==> src/rtl/multi_cycle_ctrl.sv <==
// Multi-cycle control unit for a MIPS-subset CPU. A Moore FSM walks each instruction through
// fetch, decode, execute, memory and writeback. It drives every datapath enable and mux
// select, and bounds the wait on the data RAM handshake.
//
// Ports:
//   clk, rst         clock, asynchronous active-low reset
//   Inst_code        current IR contents (opcode [31:26], funct [5:0])
//   Zero             ALU zero flag, used in the BEQ state
//   mem_ready        data RAM finished the access this cycle
//   PC_Write, PC_s   PC load enable and source select (00 +4, 01 branch, 10 jump)
//   IR_Write         IR load enable
//   Reg_Write        register file write enable
//   w_r_s            write register select (0 rd, 1 rt)
//   wr_data_s        write data select (0 ALU, 1 memory)
//   rt_imm_s, imm_s  ALU B select and immediate sign-extension
//   ALU_OP           ALU operation
//   Mem_Req          data RAM request
//   Mem_Write        1 store, 0 load
//   err              sticky fault (illegal opcode/funct or memory timeout)
//   state            current state, for debug
module multi_cycle_ctrl #(
  parameter int unsigned MEM_WAIT_MAX = 15,
  parameter int unsigned CNT_W        = 4
) (
  input  logic        clk,
  input  logic        rst,
  input  logic [31:0] Inst_code,
  input  logic        Zero,
  input  logic        mem_ready,
  output logic        PC_Write,
  output logic [1:0]  PC_s,
  output logic        IR_Write,
  output logic        Reg_Write,
  output logic        w_r_s,
  output logic        wr_data_s,
  output logic        rt_imm_s,
  output logic        imm_s,
  output logic [2:0]  ALU_OP,
  output logic        Mem_Req,
  output logic        Mem_Write,
  output logic        err,
  output logic [3:0]  state
);

  typedef enum logic [3:0] {
    StIdle    = 4'd0,
    StIf      = 4'd1,
    StId      = 4'd2,
    StExR     = 4'd3,
    StWbR     = 4'd4,
    StExI     = 4'd5,
    StWbI     = 4'd6,
    StMemAddr = 4'd7,
    StMemRd   = 4'd8,
    StWbLw    = 4'd9,
    StMemWr   = 4'd10,
    StBeq     = 4'd11,
    StJ       = 4'd12,
    StErr     = 4'd15
  } state_e;

  localparam logic [2:0] AluAnd  = 3'b000;
  localparam logic [2:0] AluOr   = 3'b001;
  localparam logic [2:0] AluXor  = 3'b010;
  localparam logic [2:0] AluNor  = 3'b011;
  localparam logic [2:0] AluAdd  = 3'b100;
  localparam logic [2:0] AluSub  = 3'b101;
  localparam logic [2:0] AluSltu = 3'b110;
  localparam logic [2:0] AluSll  = 3'b111;

  localparam logic [CNT_W-1:0] WaitLast = CNT_W'(MEM_WAIT_MAX - 1);

  state_e           state_q, state_d;
  logic [CNT_W-1:0] cnt_q, cnt_d;

  logic [5:0] opcode, funct;
  logic [2:0] r_alu, i_alu;
  logic       r_ok, i_imm;
  logic       unused_inst;

  assign opcode      = Inst_code[31:26];
  assign funct       = Inst_code[5:0];
  assign unused_inst = ^Inst_code[25:6];

  // R-type funct decode; r_ok low sends EX_R to the error state.
  always_comb begin
    r_ok  = 1'b1;
    r_alu = AluAnd;
    case (funct)
      6'b100000: r_alu = AluAdd;
      6'b100010: r_alu = AluSub;
      6'b100100: r_alu = AluAnd;
      6'b100101: r_alu = AluOr;
      6'b100110: r_alu = AluXor;
      6'b100111: r_alu = AluNor;
      6'b101011: r_alu = AluSltu;
      6'b000000: r_alu = AluSll;
      default:   r_ok  = 1'b0;
    endcase
  end

  // I-type opcode decode: ALU op and immediate extension.
  always_comb begin
    i_alu = AluAnd;
    i_imm = 1'b0;
    case (opcode)
      6'b001000: begin i_alu = AluAdd;  i_imm = 1'b1; end
      6'b001100: begin i_alu = AluAnd;  i_imm = 1'b0; end
      6'b001101: begin i_alu = AluOr;   i_imm = 1'b0; end
      6'b001110: begin i_alu = AluXor;  i_imm = 1'b0; end
      6'b001011: begin i_alu = AluSltu; i_imm = 1'b1; end
      default:   begin i_alu = AluAnd;  i_imm = 1'b0; end
    endcase
  end

  always_comb begin
    state_d = state_q;
    cnt_d   = cnt_q;
    case (state_q)
      StIdle: state_d = StIf;
      StIf:   state_d = StId;
      StId: begin
        case (opcode)
          6'b000000:                                         state_d = StExR;
          6'b001000, 6'b001100, 6'b001101, 6'b001110, 6'b001011: state_d = StExI;
          6'b100011, 6'b101011:                              state_d = StMemAddr;
          6'b000100:                                         state_d = StBeq;
          6'b000010:                                         state_d = StJ;
          default:                                           state_d = StErr;
        endcase
      end
      StExR:  state_d = r_ok ? StWbR : StErr;
      StWbR:  state_d = StIf;
      StExI:  state_d = StWbI;
      StWbI:  state_d = StIf;
      StMemAddr: begin
        cnt_d   = '0;
        state_d = (opcode == 6'b101011) ? StMemWr : StMemRd;
      end
      StMemRd, StMemWr: begin
        // mem_ready takes priority over the timeout on the last allowed cycle.
        if (mem_ready) begin
          state_d = (state_q == StMemRd) ? StWbLw : StIf;
        end else if (cnt_q == WaitLast) begin
          state_d = StErr;
        end else begin
          cnt_d = cnt_q + 1'b1;
        end
      end
      StWbLw: state_d = StIf;
      StBeq:  state_d = StIf;
      StJ:    state_d = StIf;
      StErr:  state_d = StErr;
      default: state_d = StErr;
    endcase
  end

  always_ff @(posedge clk or negedge rst) begin
    if (!rst) begin
      state_q <= StIdle;
      cnt_q   <= '0;
    end else begin
      state_q <= state_d;
      cnt_q   <= cnt_d;
    end
  end

  // Outputs decode from the state register only (plus Inst_code/Zero), so an async reset
  // clears every enable at once.
  always_comb begin
    PC_Write  = 1'b0;
    PC_s      = 2'b00;
    IR_Write  = 1'b0;
    Reg_Write = 1'b0;
    w_r_s     = 1'b0;
    wr_data_s = 1'b0;
    rt_imm_s  = 1'b0;
    imm_s     = 1'b0;
    ALU_OP    = AluAnd;
    Mem_Req   = 1'b0;
    Mem_Write = 1'b0;
    err       = 1'b0;
    case (state_q)
      StIf: begin
        PC_Write = 1'b1;
        IR_Write = 1'b1;
      end
      StExR: ALU_OP = r_alu;
      StWbR: begin
        ALU_OP    = r_alu;
        Reg_Write = 1'b1;
      end
      StExI: begin
        ALU_OP   = i_alu;
        imm_s    = i_imm;
        rt_imm_s = 1'b1;
      end
      StWbI: begin
        ALU_OP    = i_alu;
        imm_s     = i_imm;
        rt_imm_s  = 1'b1;
        Reg_Write = 1'b1;
        w_r_s     = 1'b1;
      end
      StMemAddr, StMemRd, StMemWr: begin
        ALU_OP    = AluAdd;
        rt_imm_s  = 1'b1;
        imm_s     = 1'b1;
        Mem_Req   = (state_q != StMemAddr);
        Mem_Write = (state_q == StMemWr);
      end
      StWbLw: begin
        Reg_Write = 1'b1;
        w_r_s     = 1'b1;
        wr_data_s = 1'b1;
      end
      StBeq: begin
        ALU_OP   = AluSub;
        PC_s     = 2'b01;
        PC_Write = Zero;
      end
      StJ: begin
        PC_Write = 1'b1;
        PC_s     = 2'b10;
      end
      StErr: err = 1'b1;
      default: ;
    endcase
  end

  assign state = state_q;

endmodule

==> config.mk <==
export PLATFORM = sky130hd
export DESIGN_NAME = multi_cycle_ctrl
export DESIGN_NICKNAME = d
export VERILOG_FILES = /design/src/rtl/multi_cycle_ctrl.sv
export SDC_FILE = /design/constraint.sdc
export NUM_CORES = 1
export LEC_CHECK = 0
export BUFFER_PORTS_ARGS = -buffer_cell sky130_fd_sc_hd__clkbuf_2
export CAP_MARGIN = 20
export CORE_UTILIZATION = 40
export DETAILED_ROUTE_END_ITERATION = 16
export PLACE_DENSITY = 0.83
export SETUP_SLACK_MARGIN = 0.15
export SLEW_MARGIN = 20
export SYNTH_ARGS = -nofsm -noshare
export SYNTH_HDL_FRONTEND = slang
export SYNTH_SLANG_ARGS = --single-unit
export TNS_END_PERCENT = 100
==> constraint.sdc <==
create_clock -name clk -period 5 [get_ports clk]
set_clock_uncertainty 0.15 [all_clocks]
set_input_delay 1 -clock clk [delete_from_list [all_inputs] [get_ports clk]]
set_output_delay 1 -clock clk [all_outputs]
set_load 0.02 [all_outputs]
==> results of run 1 <==
-- flip-flops by register name (all words and copies together) (netlist names) --
| register | flops |
|---|---|
| cnt_q | 4 |
| state | 4 |
-- cell type report --
type	instances	area, um2
inverter	3	11.3
tap	28	35.0
timing repair buffer	34	170
sequential	8	200
fill	225	1120
multi-input combinational	120	759
clock buffer	3	22.5
-- stage by stage --
stage / hold slack (ns) / utilization / setup slack [ns] / power, uW / cell area [um2]
floorplan: 0.351 / - / 1.50 / 469 / 1020
global placement: 0.384 / 0.507 / 1.44 / 565 / 1180
detailed placement: 0.413 / 0.507 / 1.41 / 580 / 1180
CTS: 0.431 / 0.517 / 1.41 / 632 / 1200
global route: 0.442 / 0.517 / 1.35 / 692 / 1200
finish: 0.421 / 0.517 / 1.40 / 631 / 1200
-- worst max-delay path: cells and delay by family --
kind	cells	cell delay [ns]
compound gates	3	0.69
simple gates	1	0.43
buf+inv	2	0.33
-- cells in the mapped netlist, drive strengths merged (3+ instances only) --
master	instances	area [um2]
nand2b	6	37.5
nand3	11	55.1
nor2	22	82.6
o22ai	3	18.8
nor2b	4	25.0
dfrtp	8	200
clkbuf	4	15.0
o21ai	6	30.0
nand2	10	37.5
xor2	4	35.0
buf	6	35.0
nor4	3	18.8
o211ai	3	22.5
a21oi	4	20.0
nor3	4	20.0
inv	3	11.3
-- cell families after synthesis --
family / count (synthesis)
buf+inv: 13
mux: 2
fa+ha+maj: 4
xor+xnor: 6
compound gates: 37
flops: 8
simple gates: 71
-- final timing paths --
| path | to | start | slack (ns) |
|---|---|---|---|
| min reg2reg | cnt_q[0] | cnt_q[0] | 0.42 |
| max in group asynchronous | state[2] | rst | 4.09 |
| max | ALU_OP[2] | Inst_code[29] | 1.40 |
| max reg2reg | cnt_q[0] | state[0] | 2.91 |
| min in group asynchronous | cnt_q[2] | rst | 0.43 |
| min | cnt_q[0] | cnt_q[0] | 0.42 |
-- per-layer routing --
| layer | share of wire | wire length, um | GRT usage |
|---|---|---|---|
| met1 | 0.44 | 1210 | 0.259 |
| met2 | 0.49 | 1350 | 0.409 |
| met3 | 0.052 | 142 | 0.0261 |
| met4 | 0.019 | 52 | 0.0965 |
| met5 | 0 | 0 | 0 |
-- report_power, final --
part / switching (uW) / internal [uW]
combinational: 243 / 159
clock: 22.6 / 27.5
sequential: 90.2 / 89.5
==> impl_results.md, run 1 <==
* ANT nets after route at 0
* Post-synthesis sequential area ratio at 0.196
* Number of global-route vias before repair at between 1000 and 1500
* Max Buffers Root-to-Sink at 2
* CP Launch Type: input pin
* Ports at between 50 and 60
* RSZ-0062 raised after global routing: false
* Clock-pin slew on the worst setup and hold paths at approximately 0.050 ns
* Post-Synth Adder-Cell Area at 0.0441
* Total of max-cap violations at 0
* Synth Area in Compound Gates at 0.270
* Crit-path most repeated cell: clkbuf_2
* Pins Over Slew Limit at 0
* Highest achievable clock rate at roughly 280 MHz
* Setup Fix Bufs, Post-CTS at 0
* Critical Path Fanout Max at 6
* CP max-delay cell: o41ai_1
* Crit path DAT at ~2.5 ns
* Hold crit path type: reg2reg
* Total track usage at 0.225
* Fraction of registers with async set/reset at 1.00
* Worst skew pair latency at roughly 0.26 ns
* Reg2reg path depth at 4
* Post-synthesis mux area share at 0.0196
* Vias per std cell at approximately 6
* Port bufs at 34
* Die height at 52.5 um
* Core outline area at 2320 um2
* Drt wl/cell at 14.1 um
* Number of remaining DRC errors at 0
* Clock sink count at 8
* Commonest cells after routing, fill and taps aside: clkbuf_2 (34), nor2_1 (22), nand3_1 (11)
* CTS root buffer: clkbuf_4
* Fin nets at around 210
* Setup violations, final at 0
* Ys flop type: dfrtp_1
* H-Tree Depth at 1
* Final Wtd Congestion at around 0.87
* Tmin final at 3.60 ns
* Status: finished clean
* Syn nets at 179
* Commonest non-fill, non-tap cell in the layout: clkbuf_2
* Post-synth EDFFs at 0
* Routed vias at ~1200
* Total grt overflow at 0
* Non-Filler Instances at 196
* First-pass GRT wire length at approximately 4700 um
* Hold-fix buffers, CTS at 0
* Clock buffer count from CTS at 3
* Starting Density at 0.440
* WS Path Type: in2out
* CP endpoint kind: primary output
* Crit-path cells: clkbuf_2 -> or3b_4 -> o41ai_1 -> a221oi_1 -> a21oi_1 -> clkbuf_2
* Die width at ~53 um
* Row count at 17
* Iter 0 DRT Violations at 31
* Post-synthesis register bit count at 8
* Die area at around 2800 um2
* Synth Area in Simple Gates at 0.359
* Worst rel slew slack at 0.547
* Drt pass-1 iters at 4
* Largest net degree at the start of global routing at 24
* Hold Fails Final Rpt at 0
* Synthesized cell area at 1020 um2
* Distinct cells, synth at 50
* Yosys warnings at 0
* Xor and xnor area share after synthesis at 0.0515
* Largest family of logic cells by synthesized area: simple AND/OR/NAND/NOR gates
* Critical path required time at between 3 and 4 ns
* WHS Path Cells at 1
* Antenna Cells at 0
* # placed instances at slightly below 200
* Mean post-synth cell area at between 7 and 8 um2
* Crit share post-route at 0.720
* Layout area overhead at 17.4%
* DRT Wirelength at 2760 um
* TNS Setup at 0 ns
* Initial antenna violation count at 0
* Pwr per Cell Area at around 530 nW/um2
* Post-synthesis instance total at roughly 140
* Detailed Place HPWL at ~2100 um
* Share of cells above drive strength 1 at 0.256
* Max incr delay on CP at between 0.4 and 0.5 ns
* VDD IR max at 0.356 mV
* Least-Margin Pin Slew at approximately 0.67 ns
* CTS tree: built
* Post-CTS sizing at 0
* Static leakage at around 0.00053 uW
Power figures use the tool's default switching activity.
==> run 2, diff against run 1 <==
ABC_AREA = 1   (was unset)
PLACE_DENSITY = 0.85   (was 0.83)
clock period = 3.8 ns   (was 5 ns; I/O delays follow)
==> impl_results.md, run 2 <==
* Status: finished clean
* Fillers at 220
* Most common cell in the netlist: nand2_1
* Crit share post-route at 0.740
* Drt wl/cell at between 9 and 10 um
* Worst rel slew slack at 0.740
* Fin nets at 238
* Pins Over Slew Limit at 0
* Layout area overhead at 24.9%
* Static leakage at between 0.0006 and 0.0007 uW
* Hold Fails Final Rpt at 0
* CP Launch Type: input pin
* Crit path DAT at around 1.9 ns
* Pwr per Cell Area at 686 nW/um2
* Commonest non-fill, non-tap cell in the layout: nand2_1
* Synth top area cells: dfrtp_1 (22%), nand2_1 (16%), nor2_1 (14%)
* CP delay by family, top: simple AND/OR/NAND/NOR gates
* Fraction of registers with async set/reset at 1.00
* Xor and xnor area share after synthesis at 0.0192
* Critical Path Fanout Max at 7
* Post-Synth Adder-Cell Area at 0.0275
* Post-synthesis register bit count at 8
* Setup Fix Bufs, Post-CTS at 0
* Synthesized cell area at 911 um2
* Highest achievable clock rate at between 300 and 400 MHz
* Tmin final at 2.81 ns
* Busiest grt layer: met2
* Register Area at between 200 and 250 um2
* Clock sink count at 8
* Grt met3 use at 0.0463
* CP Buf/Inv Count at 3
* Post-synth EDFFs at 0
* CTS tree: built
* Post-synthesis instance total at around 160
* Mean post-synth cell area at between 5 and 6 um2
* Die height at ~50 um
* H-Tree Depth at 1
* Share of cells above drive strength 1 at 0.273
* Post-CTS sizing at 0
* RSZ-0062 raised after global routing: false
* Final Wtd Congestion at approximately 0.83
* Number of global-route vias before repair at around 950
* Most common library cells after synthesis: nand2_1 (39), nor2_1 (35), inv_1 (21)
* First-pass GRT wire length at approximately 3700 um
* ANT nets after route at 0
* Area of the multi-input gates at slightly above 600 um2
* Post-synthesis mux area share at 0
* Worst skew pair latency at between 0.2 and 0.3 ns
* Total track usage at 0.185
* Initial antenna violation count at 0
* Ports at 55
* Hold-fix buffers, CTS at 0
* Util after Layout at 0.557
* CP max-delay cell: nor2_1
* Antenna Cells at 0
* Iter 0 DRT Violations at 14
* Total grt overflow at 0
* Total of max-cap violations at 0
* Routed vias at between 1000 and 1500
* Syn nets at a little under 200
* Yosys warnings at 0
* Hold crit path type: in2async
* Largest net degree at the start of global routing at 9
* Setup violations, final at 0
* WS Path Type: in2out
* Row count at 16
* TNS Setup at 0 ns
* Number of remaining DRC errors at 0
* Met2 usage at 0.327
* CTS root buffer: clkbuf_4
* Crit-path cells: clkbuf_2 -> nor2_1 -> nand3_1 -> o22ai_1 -> a21boi_1 -> inv_2 -> nor2_1 -> nand2_1 -> clkbuf_2
* Least-Margin Pin Slew at 0.389 ns
* Leading area contributor after synthesis: dfrtp_1
* Starting Density at 0.446
* Die area at around 2500 um2
* Ys flop type: dfrtp_1
* Distinct cells, synth at 24
* CP endpoint kind: primary output
* VDD IR max at about 0.34 mV
* Clock buffer count from CTS at 3
* Synth Area in Compound Gates at 0.0824
* Critical path origin: Inst_code[31]
* Commonest cells after routing, fill and taps aside: nand2_1 (39), nor2_1 (35), clkbuf_2 (34)
* Post-synthesis sequential area ratio at 0.220
* Port bufs at 34
* Core outline area at ~2000 um2
* Largest family of logic cells by synthesized area: simple AND/OR/NAND/NOR gates
* Share of the synthesized area in the top cell type at 0.220
* Die width at 49.7 um
* Reg-to-reg startpoint: cnt_q[0]
* Max incr delay on CP at 0.32 ns
* Clock-pin slew on the worst setup and hold paths at ~0.050 ns
* Critical path required time at about 2.9 ns
* M1 GR Usage at 0.233
* Max Buffers Root-to-Sink at 2
* Drt pass-1 iters at 4
* Detailed Place HPWL at ~1800 um
* Synth Area in Simple Gates at 0.536
* DRT Wirelength at around 2000 um
* Vias per std cell at 4.81
[run 2: cell types whose count changed after synthesis, sizes merged, moves of 3 or more]
cell,delta
clkbuf,-4
nand2b,-6
buf,-6
nor2,+20
nor4,-3
nand2,+31
nand3,+7
xor2,-3
nor2b,-4
inv,+25
o211ai,-3
[run 2: layout make-up]
type	instances	area share
Tap cell	27	0.0297
Timing Repair Buffer	34	0.150
Inverter	28	0.0924
Multi-Input combinational cell	125	0.532
Clock buffer	3	0.0198
Sequential cell	8	0.176
[run 2: cells by family after synthesis]
group	after synthesis
AOI/OAI and AO/OA	13
and+or+nand+nor	108
xor gates and xnor gates	2
buffers and inverters	28
DFF	8
adders and majority gates	2
[run 2: worst paths after layout]
check                       endpoint  slack (ns)  cells after the start
max reg2reg                 cnt_q[2]        2.17                     10
max                        ALU_OP[2]        0.99                      9
min                         state[0]        0.19                      1
min in group clk            cnt_q[0]        0.38                      1
min reg2reg                 cnt_q[0]        0.38                      1
max in group asynchronous   state[3]        3.14                      1
[run 2: layer usage]
metal	part of all wire	vias up
li1	-	578
met1	0.49	485
met2	0.48	19
met3	0.033	0
met4	0	0
met5	0	-
[run 2: power breakdown]
part,switching [uW],internal [uW],total (uW)
sequential,52.3,124,176
combinational,362,180,542
clock,26.1,35.9,62.1
[run 2: per-stage QoR]
stage	std cells	worst slack, ns	power (uW)	hold WS [ns]	cell area [um2]
global placement	222	1.00	711	0.368	1110
CTS	225	0.975	786	0.196	1140
detailed placement	222	0.988	718	0.368	1110
floorplan	161	1.13	568	0.314	911
finish	225	0.987	781	0.191	1140
global route	225	0.819	860	0.191	1140
